==> config.mk <==
export PLATFORM = sky130hd
export DESIGN_NAME = mt_seq_monitor_flat
export DESIGN_NICKNAME = d
export VERILOG_FILES = /design/src/rtl/mtmon_pkg.sv /design/src/rtl/mt_seq_monitor_if.sv /design/src/rtl/mtmon_edge.sv /design/src/rtl/mt_seq_monitor.sv /design/src/flat_wrapper.sv
export SDC_FILE = /design/constraint.sdc
export NUM_CORES = 1
export LEC_CHECK = 0
export CORE_UTILIZATION = 45
export CTS_CLUSTER_DIAMETER = 40
export DETAILED_ROUTE_END_ITERATION = 10
export PLACE_DENSITY_LB_ADDON = 0.12
export SYNTH_ARGS = -nofsm -noshare
export SYNTH_HDL_FRONTEND = slang
export SYNTH_SLANG_ARGS = --single-unit
==> constraint.sdc <==
create_clock -name CLOCK -period 2.55 [get_ports CLOCK]
set_clock_uncertainty 0.15 [all_clocks]
set_input_delay 0.3825 -clock CLOCK [delete_from_list [all_inputs] [get_ports CLOCK]]
set_output_delay 0.3825 -clock CLOCK [all_outputs]
set_load 0.005 [all_outputs]
==> src/rtl/mtmon_pkg.sv <==
// Shared types and helpers for the MT timepulse sequence monitor.
// No logic of its own; the monitor and its edge detector import it.
package mtmon_pkg;

  localparam int NUM_TP = 12;

  typedef logic [3:0] tp_idx_t;

  typedef enum logic {
    ST_UNSYNC = 1'b0,
    ST_SYNC   = 1'b1
  } mon_state_e;

  // Successor of a timepulse index, wrapping MT12 back to MT01.
  function automatic tp_idx_t next_tp(input tp_idx_t k);
    return (k == tp_idx_t'(NUM_TP)) ? tp_idx_t'(1) : tp_idx_t'(k + 4'd1);
  endfunction

endpackage

==> src/rtl/mt_seq_monitor_if.sv <==
// Monitor-side signal bundle: MT timepulses and controls in, status and capture registers out.
// Pure wiring; the master drives the timepulses, the slave is the monitor.
interface mt_seq_monitor_if;
  import mtmon_pkg::*;

  logic MT01, MT02, MT03, MT04, MT05, MT06;
  logic MT07, MT08, MT09, MT10, MT11, MT12;
  logic MGOJAM;
  logic MSTPIT_;
  logic ERRCLR;

  tp_idx_t     TSTATE;
  logic [15:0] MCTCNT;
  logic        SEQERR;
  logic        MULTERR;
  logic        WIDERR;
  tp_idx_t     ERREXP;
  tp_idx_t     ERRGOT;
  logic        STALL;
  logic        STOPPED;

  modport master (
    output MT01, MT02, MT03, MT04, MT05, MT06,
    output MT07, MT08, MT09, MT10, MT11, MT12,
    output MGOJAM, MSTPIT_, ERRCLR,
    input  TSTATE, MCTCNT, SEQERR, MULTERR, WIDERR,
    input  ERREXP, ERRGOT, STALL, STOPPED
  );

  modport slave (
    input  MT01, MT02, MT03, MT04, MT05, MT06,
    input  MT07, MT08, MT09, MT10, MT11, MT12,
    input  MGOJAM, MSTPIT_, ERRCLR,
    output TSTATE, MCTCNT, SEQERR, MULTERR, WIDERR,
    output ERREXP, ERRGOT, STALL, STOPPED
  );

endinterface

==> src/rtl/mtmon_edge.sv <==
// Samples the 12 MT lines and reports this cycle's rising edges as a single index or a multi-edge flag.
// Combinational from the input against the one-cycle-old sample; no backpressure.
module mtmon_edge
  import mtmon_pkg::*;
(
  input  logic              clk,
  input  logic              rst,
  input  logic [NUM_TP-1:0] mt,
  output logic              one,
  output logic              multi,
  output tp_idx_t           idx
);

  localparam logic [NUM_TP-1:0] LSB_ONE = {{(NUM_TP-1){1'b0}}, 1'b1};

  logic [NUM_TP-1:0] samp;
  logic              primed;
  logic [NUM_TP-1:0] rise;
  logic [NUM_TP-1:0] rise_rest;

  always_ff @(posedge clk) begin
    if (rst) begin
      samp   <= '0;
      primed <= 1'b0;
    end else begin
      samp   <= mt;
      primed <= 1'b1;
    end
  end

  // Right after reset the sample is meaningless, so a line still high from before reset must not look like an edge.
  assign rise      = primed ? (mt & ~samp) : '0;
  assign rise_rest = rise & (rise - LSB_ONE);
  assign multi     = |rise_rest;
  assign one       = (|rise) && !multi;

  always_comb begin
    idx = '0;
    for (int i = 0; i < NUM_TP; i++) begin
      if (rise[i]) begin
        idx = tp_idx_t'(i + 1);
      end
    end
  end

endmodule

==> src/rtl/mt_seq_monitor.sv <==
// Checks MT01..MT12 timepulse ordering, counts memory cycles, flags stalls; MTMON_WIDTH_EN adds pulse-width checking.
// All outputs registered, one cycle after the edge is detected; passive monitor with no backpressure.
module mt_seq_monitor
  import mtmon_pkg::*;
#(
  parameter int STALL_LIM = 16,
  parameter int WMIN      = 1,
  parameter int WMAX      = 2
)(
  input  logic           CLOCK,
  input  logic           rst,
  mt_seq_monitor_if.slave mon
);

  localparam int             SCW       = $clog2(STALL_LIM + 1);
  localparam logic [SCW-1:0] STALL_TOP = SCW'(STALL_LIM);

  logic [NUM_TP-1:0] mt_vec;
  logic              one;
  logic              multi;
  tp_idx_t           idx;

  assign mt_vec = {mon.MT12, mon.MT11, mon.MT10, mon.MT09, mon.MT08, mon.MT07,
                   mon.MT06, mon.MT05, mon.MT04, mon.MT03, mon.MT02, mon.MT01};

  mtmon_edge u_edge (
    .clk   (CLOCK),
    .rst   (rst),
    .mt    (mt_vec),
    .one   (one),
    .multi (multi),
    .idx   (idx)
  );

  mon_state_e     state_q, state_d;
  tp_idx_t        tstate_q, tstate_d;
  tp_idx_t        exp_tp;
  logic           cyc_done;
  logic           seq_ev;
  logic           mul_ev;
  logic           wid_ev;
  logic [15:0]    mct_q;
  logic           seqerr_q, multerr_q, widerr_q;
  tp_idx_t        errexp_q, errgot_q;
  logic [SCW-1:0] stall_cnt;
  logic           stall_q, stopped_q;

  always_ff @(posedge CLOCK) begin
    if (rst) begin
      state_q  <= ST_UNSYNC;
      tstate_q <= '0;
    end else begin
      state_q  <= state_d;
      tstate_q <= tstate_d;
    end
  end

  // GOJAM wins over any edge in the same cycle and is never itself an error.
  always_comb begin
    state_d  = state_q;
    tstate_d = tstate_q;
    cyc_done = 1'b0;
    seq_ev   = 1'b0;
    exp_tp   = next_tp(tstate_q);
    mul_ev   = multi && !mon.MGOJAM;
    if (mon.MGOJAM) begin
      state_d  = ST_UNSYNC;
      tstate_d = '0;
    end else if (one) begin
      case (state_q)
        ST_UNSYNC: begin
          state_d  = ST_SYNC;
          tstate_d = idx;
        end
        ST_SYNC: begin
          if (idx == exp_tp) begin
            tstate_d = idx;
            cyc_done = (tstate_q == tp_idx_t'(NUM_TP));
          end else begin
            seq_ev   = 1'b1;
            state_d  = ST_UNSYNC;
            tstate_d = '0;
          end
        end
        default: begin
          state_d  = ST_UNSYNC;
          tstate_d = '0;
        end
      endcase
    end
  end

`ifdef MTMON_WIDTH_EN
  localparam int WCW = $clog2(WMAX + 2);

  logic [WCW-1:0]    hi_cnt [NUM_TP];
  logic [NUM_TP-1:0] wid_line;

  // High-time counters stop at WMAX+1, which is enough to know the limit was exceeded.
  always_ff @(posedge CLOCK) begin
    for (int i = 0; i < NUM_TP; i++) begin
      if (rst || !mt_vec[i]) begin
        hi_cnt[i] <= '0;
      end else if (int'(hi_cnt[i]) <= WMAX) begin
        hi_cnt[i] <= hi_cnt[i] + WCW'(1);
      end
    end
  end

  always_comb begin
    wid_line = '0;
    for (int i = 0; i < NUM_TP; i++) begin
      if (mt_vec[i]) begin
        wid_line[i] = (int'(hi_cnt[i]) >= WMAX);
      end else begin
        wid_line[i] = (hi_cnt[i] != '0) && (int'(hi_cnt[i]) < WMIN);
      end
    end
  end

  assign wid_ev = |wid_line;
`else
  assign wid_ev = 1'b0;
`endif

  always_ff @(posedge CLOCK) begin
    if (rst) begin
      mct_q     <= '0;
      seqerr_q  <= 1'b0;
      multerr_q <= 1'b0;
      widerr_q  <= 1'b0;
      errexp_q  <= '0;
      errgot_q  <= '0;
    end else begin
      if (cyc_done && (mct_q != 16'hFFFF)) begin
        mct_q <= mct_q + 16'd1;
      end
      seqerr_q  <= (seqerr_q  && !mon.ERRCLR) || seq_ev;
      multerr_q <= (multerr_q && !mon.ERRCLR) || mul_ev;
      widerr_q  <= (widerr_q  && !mon.ERRCLR) || wid_ev;
      // Capture only the first sequence error; a clear in the same cycle re-arms it.
      if (seq_ev && (!seqerr_q || mon.ERRCLR)) begin
        errexp_q <= exp_tp;
        errgot_q <= idx;
      end else if (mon.ERRCLR) begin
        errexp_q <= '0;
        errgot_q <= '0;
      end
    end
  end

  always_ff @(posedge CLOCK) begin
    if (rst) begin
      stall_cnt <= '0;
      stall_q   <= 1'b0;
      stopped_q <= 1'b0;
    end else begin
      stall_q   <= (stall_cnt == STALL_TOP) &&  mon.MSTPIT_;
      stopped_q <= (stall_cnt == STALL_TOP) && !mon.MSTPIT_;
      if (mon.MGOJAM || one) begin
        stall_cnt <= '0;
      end else if (!multi && (stall_cnt != STALL_TOP)) begin
        stall_cnt <= stall_cnt + SCW'(1);
      end
    end
  end

  assign mon.TSTATE  = tstate_q;
  assign mon.MCTCNT  = mct_q;
  assign mon.SEQERR  = seqerr_q;
  assign mon.MULTERR = multerr_q;
  assign mon.WIDERR  = widerr_q;
  assign mon.ERREXP  = errexp_q;
  assign mon.ERRGOT  = errgot_q;
  assign mon.STALL   = stall_q;
  assign mon.STOPPED = stopped_q;

endmodule

==> src/flat_wrapper.sv <==
// flat-port wrapper written by rule: the top's interface ports become plain ports
module mt_seq_monitor_flat import mtmon_pkg::*;
#(
  parameter int STALL_LIM = 16,
  parameter int WMIN      = 1,
  parameter int WMAX      = 2
)
  (CLOCK, rst, mon_MT01, mon_MT02, mon_MT03, mon_MT04, mon_MT05, mon_MT06, mon_MT07, mon_MT08, mon_MT09, mon_MT10, mon_MT11, mon_MT12, mon_MGOJAM, mon_MSTPIT_, mon_ERRCLR, mon_TSTATE, mon_MCTCNT, mon_SEQERR, mon_MULTERR, mon_WIDERR, mon_ERREXP, mon_ERRGOT, mon_STALL, mon_STOPPED);
  mt_seq_monitor_if mon_i ();
  input  logic CLOCK;
  input  logic rst;
  input wire logic [$bits(mon_i.MT01)-1:0] mon_MT01;
  input wire logic [$bits(mon_i.MT02)-1:0] mon_MT02;
  input wire logic [$bits(mon_i.MT03)-1:0] mon_MT03;
  input wire logic [$bits(mon_i.MT04)-1:0] mon_MT04;
  input wire logic [$bits(mon_i.MT05)-1:0] mon_MT05;
  input wire logic [$bits(mon_i.MT06)-1:0] mon_MT06;
  input wire logic [$bits(mon_i.MT07)-1:0] mon_MT07;
  input wire logic [$bits(mon_i.MT08)-1:0] mon_MT08;
  input wire logic [$bits(mon_i.MT09)-1:0] mon_MT09;
  input wire logic [$bits(mon_i.MT10)-1:0] mon_MT10;
  input wire logic [$bits(mon_i.MT11)-1:0] mon_MT11;
  input wire logic [$bits(mon_i.MT12)-1:0] mon_MT12;
  input wire logic [$bits(mon_i.MGOJAM)-1:0] mon_MGOJAM;
  input wire logic [$bits(mon_i.MSTPIT_)-1:0] mon_MSTPIT_;
  input wire logic [$bits(mon_i.ERRCLR)-1:0] mon_ERRCLR;
  output wire logic [$bits(mon_i.TSTATE)-1:0] mon_TSTATE;
  output wire logic [$bits(mon_i.MCTCNT)-1:0] mon_MCTCNT;
  output wire logic [$bits(mon_i.SEQERR)-1:0] mon_SEQERR;
  output wire logic [$bits(mon_i.MULTERR)-1:0] mon_MULTERR;
  output wire logic [$bits(mon_i.WIDERR)-1:0] mon_WIDERR;
  output wire logic [$bits(mon_i.ERREXP)-1:0] mon_ERREXP;
  output wire logic [$bits(mon_i.ERRGOT)-1:0] mon_ERRGOT;
  output wire logic [$bits(mon_i.STALL)-1:0] mon_STALL;
  output wire logic [$bits(mon_i.STOPPED)-1:0] mon_STOPPED;
  assign mon_i.MT01 = mon_MT01;
  assign mon_i.MT02 = mon_MT02;
  assign mon_i.MT03 = mon_MT03;
  assign mon_i.MT04 = mon_MT04;
  assign mon_i.MT05 = mon_MT05;
  assign mon_i.MT06 = mon_MT06;
  assign mon_i.MT07 = mon_MT07;
  assign mon_i.MT08 = mon_MT08;
  assign mon_i.MT09 = mon_MT09;
  assign mon_i.MT10 = mon_MT10;
  assign mon_i.MT11 = mon_MT11;
  assign mon_i.MT12 = mon_MT12;
  assign mon_i.MGOJAM = mon_MGOJAM;
  assign mon_i.MSTPIT_ = mon_MSTPIT_;
  assign mon_i.ERRCLR = mon_ERRCLR;
  assign mon_TSTATE = mon_i.TSTATE;
  assign mon_MCTCNT = mon_i.MCTCNT;
  assign mon_SEQERR = mon_i.SEQERR;
  assign mon_MULTERR = mon_i.MULTERR;
  assign mon_WIDERR = mon_i.WIDERR;
  assign mon_ERREXP = mon_i.ERREXP;
  assign mon_ERRGOT = mon_i.ERRGOT;
  assign mon_STALL = mon_i.STALL;
  assign mon_STOPPED = mon_i.STOPPED;
  mt_seq_monitor #(.STALL_LIM(STALL_LIM), .WMIN(WMIN), .WMAX(WMAX)) u_core (.CLOCK(CLOCK), .rst(rst), .mon(mon_i));
endmodule
# Word-level counts from Yosys, hierarchy flattened
# Cells that the tools add are included.
# classes
addsub	4
n_eq_ne	5
muxes	30
bitwise_logic	4
n_reduce_logical	24
# ops
cell	count
2-to-1 mux 4 bit	16
AND 12 bit	2
OR reduction 12 bit	2
adder 16 x 1 -> 16 bit, second input constant	1
!= test 16 bit, second input constant	1
2-to-1 mux 12 bit	1
NOT 12 bit	1
subtractor 12 x 1 -> 12 bit, second input constant	1
2-to-1 mux 1 bit	11
logical AND 1 bit	10
case mux 4 bit (2 select lines)	1
adder 5 x 1 -> 5 bit, second input constant	1
equality test 5 bit, second input constant	1
zero test 1 bit	5
!= test 5 bit, second input constant	1
adder 4 x 1 -> 4 bit, second input constant	1
equality test 4 bit	1
equality test 4 bit, second input constant	1
logical OR 1 bit	4
OR reduction 2 bit	2
case mux 1 bit (2 select lines)	1
nonzero test 2 bit	1
NOT 1 bit	1
# totals
register_bits	52
in_bits	17
out_inout_bits	33
word_cells	80

# Depth between registers and ports, before layout
# Gate-level depths: netlist of the first run.
# logic_depth
word_depth	22
depth_mapped	12
ltp_nobuf	10

# Cells and area by module
# A second synthesis of the first run with hierarchy kept.
# unflattened
cells_unflattened	304
hier_area_um2	2618.8
# modules_own_cells
module	n_inst	cells_per_inst	area_each_um2	seq_area_each_um2
mt_seq_monitor	1	217	1850.5	780.7
mtmon_edge	1	87	768.2	260.2

# Worst setup path before layout of the first run
# OpenSTA, ideal clock, no wires.
# synth_path
path_type	input port to flip-flop
start	input mon_MT12
end	register u_core.mct_q[5] (netlist: u_core.mon.MCTCNT[5])
setup_ns	0.115
arrival_time_ns	2.229
t_required_ns	2.285
slack_ns	0.056
cell_stages	9
n_path_buf	1
path_cell_list	nor2b_2 > a2111oi_4 > o2111ai_1 > a21o_1 > nor4_4 > nand3_2 > buf_6 > o31a_1 > o21a_1
# synth_between
elab_chain_cells	10
elab_cells_between_ends	15
cone_classes	1 x add/sub; 1 x eq/ne; 6 x mux; 2 x bitwise; 5 x reduce/logical
# synth_lines
item	line_no	source
from (decl)	flat_wrapper.sv:23	input wire logic [$bits(mon_i.MT12)-1:0] mon_MT12;
AND 12 bit (*)	mtmon_edge.sv:32	assign rise = primed ? (mt & ~samp) : '0;
2-to-1 mux 12 bit (*)	mtmon_edge.sv:32	
subtractor 12 x 1 -> 12 bit	mtmon_edge.sv:33	assign rise_rest = rise & (rise - LSB_ONE);
AND 12 bit	mtmon_edge.sv:33	
OR reduction 12 bit	mtmon_edge.sv:34	assign multi = |rise_rest;
zero test 1 bit	mtmon_edge.sv:35	assign one = (|rise) && !multi;
logical AND 1 bit	mtmon_edge.sv:35	
2-to-1 mux 1 bit (*)	mt_seq_monitor.sv:69	end else if (one) begin
2-to-1 mux 1 bit (*)	mt_seq_monitor.sv:66	if (mon.MGOJAM) begin
logical AND 1 bit (*)	mt_seq_monitor.sv:135	if (cyc_done && (mct_q != 16'hFFFF)) begin
to (signal assigned)	mt_seq_monitor.sv:136	mct_q <= mct_q + 16'd1;
to (decl)	mt_seq_monitor.sv:42	logic [15:0] mct_q;
# Mark *: on every way between the ends. The rest lies on a longest branch, timed or not.
# A chain may end at the register's enable or synchronous reset.

# Worst setup path after layout of the first run
# layout_path
start	input mon_MT12
end	register u_core.mct_q[10] (netlist: u_core.mon.MCTCNT[10])
# Same word-level chain as after synthesis.

==> results of run 1 <==
==> report_power, final <==
| group | total (mW) | leakage, nW | switching [mW] | internal (mW) |
|---|---|---|---|---|
| clock network | 0.457 | 0.0410 | 0.269 | 0.188 |
| logic | 0.292 | 1.19 | 0.145 | 0.147 |
| registers | 0.833 | 0.424 | 0.00776 | 0.825 |
==> cell families after synthesis <==
kind of cell,Yosys count
flip-flops,52
multiplexers,4
adder cells (fa/ha/maj),5
buffers and inverters,19
AND/OR/NAND/NOR,131
AO/OA/AOI/OAI,77
XOR/XNOR,9
==> worst max-delay path, stage by stage <==
cell and delay, ps:
dlygate4sd2_1 240, or2b_4 300, a311oi_4 300, o2111ai_2 150
a21o_1 240, nor4_4 380, nand3_4 170, buf_6 160
bufbuf_16 270, o21ai_4 130, a21oi_2 70
==> timing repair <==
action,4_1_cts,5_1_grt
gates cloned,3,1
pin swaps,34,22
endpoints found under the setup margin,32,35
buffers inserted,10,12
gates resized for setup,48,51
==> cell type report <==
cell class | count | area (um2)
sequential | 52 | 1046
multi-input combinational | 226 | 1803
timing repair buffer | 114 | 1071
tap | 72 | 90.09
fill | 415 | 1415
inverter | 10 | 37.54
clock buffer | 6 | 72.57
clock inverter | 1 | 5.005
==> Yosys cell counts, types with 3 or more instances <==
master / instances / area [um2]
a21oi_1: 24 / 120.1
nor2_1: 16 / 60.06
nor2b_1: 18 / 112.6
a41o_1: 6 / 60.06
inv_1: 8 / 30.03
o21ai_1: 8 / 40.04
o21ai_0: 8 / 40.04
dfxtp_1: 52 / 1041
a22o_1: 3 / 26.28
nor3b_1: 5 / 37.54
ha_1: 5 / 62.56
nand3_1: 13 / 65.06
a21o_1: 3 / 22.52
or3_1: 13 / 81.33
nand2b_1: 11 / 68.82
nor3_1: 6 / 30.03
and3_1: 4 / 25.02
and2_1: 3 / 18.77
nand4_1: 7 / 43.79
xnor2_1: 4 / 35.03
nand2_1: 20 / 75.07
o211ai_1: 3 / 22.52
mux2i_1: 3 / 30.03
xor2_1: 5 / 43.79
clkbuf_1: 5 / 18.77
==> registers in the layout, summed over array words and instances (netlist names) <==
register / count
u_core.mon.ERREXP: 4
u_core.mon.ERRGOT: 4
u_core.mon.MCTCNT: 16
u_core.mon.MULTERR: 1
u_core.mon.SEQERR: 1
u_core.mon.STALL: 1
u_core.mon.STOPPED: 1
u_core.mon.TSTATE: 4
u_core.mon.WIDERR: 1
u_core.stall_cnt: 5
u_core.state_q: 1
u_core.u_edge.primed: 1
u_core.u_edge.samp: 12
==> per-layer routing <==
metal | vias to the layer above | track usage | wire [um] | share of wire
li1 | 1327 | - | - | -
met1 | 1292 | 0.2804 | 3249 | 0.44
met2 | 84 | 0.4237 | 3620 | 0.49
met3 | 13 | 0.03837 | 333 | 0.045
met4 | 0 | 0.1056 | 161 | 0.022
met5 | - | 0 | 0 | 0
==> worst max path at each step <==
stage / start / to / slack (ps) / cells past startpoint
finish: mon_MT12 / u_core.mon.MCTCNT[10]$_SDFFE_PP0P_ / -190 / 11
global route: u_core.u_edge.samp[8]$_SDFF_PP0_ / u_core.mon.MCTCNT[3]$_SDFFE_PP0P_ / -280 / 9
CTS: u_core.u_edge.samp[11]$_SDFF_PP0_ / u_core.mon.MCTCNT[11]$_SDFFE_PP0P_ / -110 / 10
detailed placement: mon_MT08 / u_core.mon.MCTCNT[12]$_SDFFE_PP0P_ / -640 / 9
global placement: mon_MT08 / u_core.mon.MCTCNT[12]$_SDFFE_PP0P_ / -630 / 9
floorplan: mon_MT12 / u_core.mon.MCTCNT[5]$_SDFFE_PP0P_ / 60 / 9
==> through the flow <==
| step | hold WS [ps] | TNS (ps) |
|---|---|---|
| floorplan | 299.9 | 0 |
| CTS | 282.8 | -1364 |
| global placement | 312.2 | -17050 |
| detailed placement | 313.8 | -16960 |
| finish | 168.3 | -2175 |
| global route | 197.1 | -4739 |
==> metrics.txt, run 1 <==
failing checks=setup timing; WP data required=2600 ps; Hold Violations, Final=0; wire per inst=15.31 um; placed cells=449; mux contribution to synthesized area=0.01578; vias in the first global route=2,598; synth warn=0; DP Worst Slack=-635.7 ps; RSZ-0062 raised after global routing=yes; Synth Area in XOR/XNOR=0.03013; Die Y=78.25 um; hold path startpoint=mon_MT10; hold endpoint=u_core.u_edge.samp[9]$_SDFF_PP0_; CP Capture Type=flip-flop; Synthesized Nets=319; R2R Path Start=u_core.u_edge.samp[8]$_SDFF_PP0_; worst slew pin tran=352.1 ps; Leak=1.653 nW; Ports=50; first-pass GRT wire length=11,580 um; Max Fclk=365.3 MHz; Hold Path Class=in2reg; hold_buf cts=0; Post-synth top flop=dfxtp_1; GPL Wtd Cong=0.8796; simple-gate portion of the synthesized area=0.2912; Tot Pwr=1.582 mW; Adder-Cell Fraction of Synth Area=0.02391; CP startpoint kind=input port; Slew headroom=0.7585; most frequent cells in the layout=56 x buf_4, 48 x dfxtp_1, 38 x clkdlybuf4s50_1; share of layout cells above drive strength 1=0.3325; Final nets=431; final core utilization=0.7446; R2R cell count=10; worst-skew pair later-pin latency=310 ps; TritonCTS clock tree=built; final worst setup slack=-187.2 ps; DR pass1 iterations=4; placed cell area=3453 um2; pwr/cell area=383.5 nW/um2; H-tree level count=2; CTS Root Cell=clkbuf_8; Worst Hold Depth=2; number of max-cap violations=0; Post-DRT Antenna Nets=0; Worst Setup Path Type=in2reg; largest net degree at the start of global routing=18; TritonCTS buffer count=5; largest family of logic cells by synthesized area=simple AND/OR/NAND/NOR gates; Async S/R FF share, synth=0; Buffers on Ports=49; GRT overflow=0; P&R area growth vs syn=57.68%; Die Width=78.25 um; post-synthesis sequential area ratio=0.3979; Post-Syn Area=2616 um2; Slew Limit Fails=0; final wirelength=7364 um; DRT iter0 DRCs=113; initial antenna violation count=0; clock period minus worst slack=2737 ps; final cell count without fillers=481; fin area=4125 um2; clock buffer depth=2; Yosys reg bits=52; worst r2r dst=u_core.mon.MCTCNT[10]$_SDFFE_PP0P_; Synth Area in Compound Gates=0.2099; clock sink count=52; drt via density=5.647; crit share post-route=1.073; number of flops mapped to enable cells by yosys=0; hpwl dp=4669 um; crit path max fanout=6; DRC viols=0; diodes inserted=0; r2r setup slk=-190 ps; syn_area_per_cell=8.809 um2; Yosys cell types=61; core area=5540 um2; Overall Global Routing Usage=0.2383; via count=2,716; Die ar.=6123 um2; Worst Path Arrival=2790 ps; row count=27; Cells after Synth=297; starting density of the core=0.4722; outcome=finished, violations left; Setup-failing EPs final=20; most common cell after layout, fill and taps aside=buf_4; Reg clk slew, reported paths=90 ps; maximum vdd ir drop=0.3569 mV
Note: power is estimated with default switching activity, not from simulation.
==> inputs of run 2 (changes only) <==
- ABC_AREA: not set -> 1
- CORE_MARGIN: not set -> 2
- clock period: 2.55 -> 2.3 ns (I/O delays scaled with it)
==> run 2 against run 1 <==
The run still ends with setup timing left; non-clock buffer count decreased by 18; count of clock-buffer cells in the layout unchanged; die area increased by 13%; via count increased by 7.7%; critical path depth increased by 6; routed wire length about the same; first-iteration DRC count increased by 31%; sequential power increased by 12%; combinational power increased by 26%; global-route usage decreased by 3.5 points; worst setup slack improved by 170 ps; largest cell class unchanged; largest power group unchanged.
==> metrics.txt, run 2 <==
initial antenna violation count=0 (unchanged); TritonCTS buffer count=5 (unchanged); CP Capture Type=flip-flop (unchanged); number of max-cap violations=0 (unchanged); Buffers on Ports=49 (unchanged); outcome=finished, violations left (unchanged); DP Worst Slack=-435.8 ps (was -635.7 ps); final worst setup slack=-21.12 ps (was -187.2 ps); RSZ-0062 raised after global routing=yes (unchanged); hold path startpoint=mon_MT07 (was mon_MT10); Async S/R FF share, synth=0 (unchanged); max reg flops=16 (unchanged); Synth top area share=0.3698 (was 0.3979); Yosys reg bits=52 (unchanged); pwr/cell area=474.8 nW/um2 (was 383.5 nW/um2); drt via density=5.157 (was 5.647); wire per inst=12.99 um (was 15.31 um); via count=2,924 (was 2,716); Synthesized Nets=419 (was 319); syn_area_per_cell=7.091 um2 (was 8.809 um2); post-synthesis sequential area ratio=0.3698 (was 0.3979); Post-synth top flop=dfxtp_1 (unchanged); number of flops mapped to enable cells by yosys=0 (unchanged); share of layout cells above drive strength 1=0.2541 (was 0.3325); largest net degree at the start of global routing=36 (was 18); Max Fclk=430.8 MHz; most frequent cells in the layout=73 x nand2_1, 51 x inv_1, 49 x dfxtp_1 (was 56 x buf_4, 48 x dfxtp_1, 38 x clkdlybuf4s50_1); crit path max fanout=7 (was 6); Setup-failing EPs final=4 (was 20); core area=5991 um2 (was 5540 um2); CP startpoint kind=input port (unchanged); diodes inserted=0 (unchanged); maximum vdd ir drop=0.3207 mV (was 0.3569 mV); Post-Syn Area=2815 um2 (was 2616 um2); Hold Path Class=in2reg (unchanged); Slew Limit Fails=0 (unchanged); Ports=50 (unchanged); P&R area growth vs syn=44.71% (was 57.68%); H-tree level count=2 (unchanged); most common cell after layout, fill and taps aside=nand2_1 (was buf_4); R2R Path Start=u_core.u_edge.primed$_DFF_P_ (was u_core.u_edge.samp[8]$_SDFF_PP0_); placed cells=549 (was 449); Worst Setup Path Type=in2reg (unchanged); clock period minus worst slack=2321 ps; DRT iter0 DRCs=148 (was 113); final wirelength=7363 um (was 7364 um); worst-skew pair later-pin latency=300 ps (was 310 ps); GPL Wtd Cong=0.8481 (was 0.8796); hpwl dp=5038 um (was 4669 um); clock buffer depth=2 (unchanged); row count=28 (was 27); Post-DRT Antenna Nets=0 (unchanged); vias in the first global route=2,682 (was 2,598); clock sink count=52 (unchanged); Worst Path Arrival=2420 ps (was 2790 ps); final core utilization=0.6800 (was 0.7446); starting density of the core=0.4699 (was 0.4722); synth warn=0 (unchanged); Final nets=513 (was 431); Die Y=83.10 um (was 78.25 um); GRT overflow=0 (unchanged); Yosys cell types=32 (was 61); FILL cells=487 (was 415); Cells after Synth=397 (was 297); worst slew pin tran=701.0 ps (was 352.1 ps); most common cell in the netlist=nand2_1 (was dfxtp_1); final cell count without fillers=567 (was 481); WP data required=2400 ps (was 2600 ps); DRC viols=0 (unchanged); DR pass1 iterations=4 (unchanged); Slew headroom=0.5277 (was 0.7585); Overall Global Routing Usage=0.2033 (was 0.2383); CTS Root Cell=clkbuf_8 (unchanged); origin of the worst setup path=mon_MT04 (was mon_MT12); Synth area leaders=dfxtp_1 37%, nand2_1 12%, inv_1 7.2% (was dfxtp_1 40%, a21oi_1 4.6%, nor2b_1 4.3%); Reg clk slew, reported paths=100 ps (was 90 ps); Die Width=83.10 um (was 78.25 um); Die ar.=6905 um2 (was 6123 um2); TritonCTS clock tree=built (unchanged); failing checks=setup timing (unchanged); crit share post-route=1.009; Hold Violations, Final=0 (unchanged); Synth area leader=dfxtp_1 (unchanged); fin area=4074 um2 (was 4125 um2); first-pass GRT wire length=11,810 um (was 11,580 um); Tot Pwr=1.934 mW (was 1.582 mW); Leak=1.685 nW (was 1.653 nW); placed cell area=3603 um2 (was 3453 um2); top cells by count, synth=88 x nand2_1, 54 x inv_1, 52 x dfxtp_1 (was 52 x dfxtp_1, 24 x a21oi_1, 20 x nand2_1)
[run 2: cell count changes after synthesis, sizes merged, moves of 6 or more]
cell    before  now
a41o         6    0
inv         10   55
nand2       20   93
nand2b      12    0
nand3       14   36
nand4        7   28
nor2        16   50
nor2b       19    0
o21ai       16    9
or3         13    0
[run 2: stage by stage]
stage / hold WS (ps) / TNS, ps
after CTS: 294.4 / 0
final: 141.5 / -31.09
after floorplan: 267.0 / 0
after detailed placement: 280.1 / -11650
after global placement: 276.2 / -10200
after global routing: 179.1 / -3796
[run 2: final cells by class]
| cell class | count | area [um2] | area share |
|---|---|---|---|
| Multi-Input combinational cell | 279 | 1673 | 0.4106 |
| Inverter | 57 | 214.0 | 0.05252 |
| Timing Repair Buffer | 96 | 935.9 | 0.2297 |
| Clock inverter | 2 | 35.03 | 0.008600 |
| Tap cell | 75 | 93.84 | 0.02303 |
| Sequential cell | 52 | 1050 | 0.2577 |
| Clock buffer | 6 | 72.57 | 0.01781 |
[run 2: worst paths after layout]
check,to,slack (ps),cells after the start
max,u_core.mon.MCTCNT[7]$_SDFFE_PP0P_,-20,17
max reg2reg,u_core.mon.MCTCNT[7]$_SDFFE_PP0P_,-10,15
min reg2reg,u_core.mon.WIDERR$_SDFF_PP0_,300,2
min,u_core.u_edge.samp[6]$_SDFF_PP0_,140,3
[run 2: logic make-up (layout without fill, tap and decap cells)]
family,count (synthesis),after routing,synth area share
buffers and inverters,67,161,0.1093
DFF,52,52,0.3698
AOI/OAI and AO/OA,41,41,0.07600
adders and majority gates,5,5,0.02222
xor gates and xnor gates,13,13,0.04044
and+or+nand+nor,219,220,0.3822
[run 2: what timing repair did]
item,CTS,global route
endpoints found under the setup margin,17,31
hold buffers,0,0
buffers inserted,3,4
cloned,1,2
resized for setup,19,55
endpoints found under the hold margin,0,0
pin swaps,6,24
[run 2: power breakdown]
group,switching (mW),internal (mW),total (mW)
registers,0.0159,0.920,0.936
clock network,0.307,0.324,0.631
logic,0.195,0.173,0.368
[run 2: metal layers]
metal / share of wire / track usage / wire (um) / vias to the layer above
li1: - / - / - / 1477
met1: 0.45 / 0.2627 / 3338 / 1363
met2: 0.48 / 0.3438 / 3549 / 73
met3: 0.049 / 0.03678 / 362 / 11
met4: 0.015 / 0.06408 / 114 / 0
met5: 0 / 0 / 0 / -
[run 2: critical path, stage by stage]
cell	delay, ps
clkdlybuf4s50_1	430
nand2_2	100
nor2_4	50
nor2_2	130
nand2_2	90
nor2_2	120
nand2_1	90
nand2_2	100
nand4_4	120
nor2_4	140
nand2_2	90
nor2_4	110
buf_12	140
nand2_2	70
o21bai_1	170
inv_1	70
nor2_1	80
==> inputs of run 3 (changes only) <==
- CORE_MARGIN: 2 -> not set
==> run 3 against run 2 <==
The flow still finishes with violations (setup timing); sequential share of layout area up 0.66 points; critical path depth is 4 higher; largest power group unchanged; final cell count is 0.88% lower; non-clock buffer count is 4 lower; clock power fell by 13%; critical endpoint is now u_core.mon.TSTATE[1]$_SDFFE_PP0N_.
==> metrics.txt, run 3 (synthesis gave the netlist of run 2 again) <==
TritonCTS buffer count=5 (unchanged); Storage cell area=1050 um2 (unchanged); Die Width=81.10 um (was 83.10 um); outcome=finished, violations left (unchanged); Setup-failing EPs final=1 (was 4); Final nets=509 (was 513); Post-DRT Antenna Nets=0 (unchanged); TritonCTS clock tree=built (unchanged); crit path max fanout=4 (was 7); Hold Path Class=in2reg (unchanged); pwr/cell area=460.1 nW/um2 (was 474.8 nW/um2); switching power=0.4787 mW (was 0.5183 mW); Comb pwr share=0.187 (was 0.190); maximum vdd ir drop=0.3099 mV (was 0.3207 mV); FILL cells=529 (was 487); via count=2,823 (was 2,924); CP Capture Type=flip-flop (unchanged); H-tree level count=2 (unchanged); Buffers on Ports=49 (unchanged); final worst setup slack=-6.136 ps (was -21.12 ps); worst slew pin tran=445.3 ps (was 701.0 ps); row count=28 (unchanged); core area=5991 um2 (unchanged); area of the multi-input gates=1625 um2 (was 1673 um2); Max Fclk=433.6 MHz (was 430.8 MHz); starting density of the core=0.4699 (unchanged); DR pass1 iterations=4 (unchanged); Die ar.=6576 um2 (was 6905 um2); Overall Global Routing Usage=0.2249 (was 0.2033); P&R area growth vs syn=41.11% (was 44.71%); GRT overflow=0 (unchanged); first-pass GRT wire length=11,580 um (was 11,810 um); Worst Path Arrival=2360 ps (was 2420 ps); RSZ-0062 raised after global routing=yes (unchanged); share of layout cells above drive strength 1=0.2361 (was 0.2541); largest net degree at the start of global routing=20 (was 36); final wirelength=7007 um (was 7363 um); DRC viols=0 (unchanged); CP startpoint kind=input port (unchanged); Switching Share=0.2619 (was 0.2679); number of max-cap violations=0 (unchanged); DP Worst Slack=-437.5 ps (was -435.8 ps); diodes inserted=0 (unchanged); failing checks=setup timing (unchanged); WP data required=2350 ps (was 2400 ps); Hold Violations, Final=0 (unchanged); clock network power share=0.301 (was 0.326); Ports=50 (unchanged); max reg flops=16 (unchanged); sequential share of power=0.511 (was 0.484); GPL Wtd Cong=0.8672 (was 0.8481); most frequent cells in the layout=76 x nand2_1, 52 x inv_1, 49 x dfxtp_1 (was 73 x nand2_1, 51 x inv_1, 49 x dfxtp_1); Slew headroom=0.7000 (was 0.5277); placed cells=548 (was 549); clock period minus worst slack=2306 ps (was 2321 ps); wire per inst=12.47 um (was 12.99 um); setup TNS=-6.136 ps (was -31.09 ps); most common cell after layout, fill and taps aside=nand2_1 (unchanged); hpwl dp=4989 um (was 5038 um); Reg clk slew, reported paths=90 ps (was 100 ps); DRT iter0 DRCs=122 (was 148); drt via density=5.023 (was 5.157); CTS Root Cell=clkbuf_8 (unchanged); Slew Limit Fails=0 (unchanged); final cell count without fillers=562 (was 567); worst-skew pair later-pin latency=300 ps (about the same); vias in the first global route=2,627 (was 2,682); crit share post-route=1.003 (was 1.009); Leak=1.668 nW (was 1.685 nW); Tot Pwr=1.828 mW (was 1.934 mW); clock buffer depth=2 (unchanged); Worst Setup Path Type=in2reg (unchanged); clock sink count=52 (unchanged); initial antenna violation count=0 (unchanged); internal power=1.349 mW (was 1.416 mW); Die Y=81.10 um (was 83.10 um)
## run 3: cell types whose count changed in the layout (fill, tap and decap cells not counted), sizes merged
cell | before | now
clkbuf | 7 | 8
bufinv | 1 | 0
dlymetal6s2s | 3 | 4
clkinv | 3 | 2
clkdlybuf4s50 | 46 | 45
buf | 46 | 42
## run 3: layout make-up
cell class              count  area share
clock buffers               7     0.02425
inverters                  57     0.05386
multi-input cells         279      0.4091
flip-flops and latches     52      0.2643
well taps                  75     0.02362
repair buffers             92      0.2249
## run 3: final timing paths
kind	start	to	slack, ps	depth (start not counted)
hold / removal	mon_MT06	u_core.u_edge.samp[5]$_SDFF_PP0_	150	3
setup reg to reg	u_core.u_edge.primed$_DFF_P_	u_core.mon.TSTATE[1]$_SDFFE_PP0N_	0	21
hold reg to reg	u_core.mon.WIDERR$_SDFF_PP0_	u_core.mon.WIDERR$_SDFF_PP0_	290	2
setup / recovery	mon_MT01	u_core.mon.TSTATE[1]$_SDFFE_PP0N_	-6	21
## run 3: power groups by stage
stage                     Clock [mW]  Sequential, mW  Combinational, mW
after detailed placement           0           0.954              0.294
after global placement             0           0.954              0.290
after CTS                      0.571           0.934              0.309
after floorplan                    0           0.952              0.162
after global routing           0.612           0.938              0.378
final                          0.551           0.935              0.342
## run 3: per-stage QoR
| stage | instance area [um2] | utilization | hold slack [ps] |
|---|---|---|---|
| 2_1_floorplan | 2815 | - | 267.0 |
| 3_3_place_gp | 3608 | 0.6023 | 277.0 |
| 3_5_place_dp | 3608 | 0.6023 | 280.1 |
| 4_1_cts | 3800 | 0.6343 | 293.1 |
| 5_1_grt | 3973 | 0.6631 | 152.9 |
| 6_report | 3973 | 0.6631 | 149.9 |
## run 3: critical path, stage by stage
cell             delay (ps)
clkdlybuf4s50_1         510
nand2_1                  80
nor2_2                  110
nand2_1                  60
nand2_1                  50
nand2_1                  50
nand2_1                  50
nand2_1                  40
nand2_1                  70
nand2_1                  50
nand2_1                  80
nand2_2                  80
nand2_1                  90
nand2_1                  60
nand3_1                 130
buf_6                   140
nand2_1                  50
nand3_1                 100
inv_2                    60
nand2_1                  80
nand2_1                  50
## run 3: repair_timing
action,in CTS,in global routing
hold buffers,0,0
gates cloned,1,1
resized for setup,14,46
pin swaps,4,25
endpoints found under the setup margin,28,34
buffers inserted,3,2
## run 3: per-layer routing
| layer | GRT usage | up-vias | wire [um] |
|---|---|---|---|
| li1 | - | 1465 | - |
| met1 | 0.2906 | 1296 | 3257 |
| met2 | 0.3790 | 56 | 3413 |
| met3 | 0.03708 | 6 | 259 |
| met4 | 0.07321 | 0 | 76 |
| met5 | 0 | - | 0 |
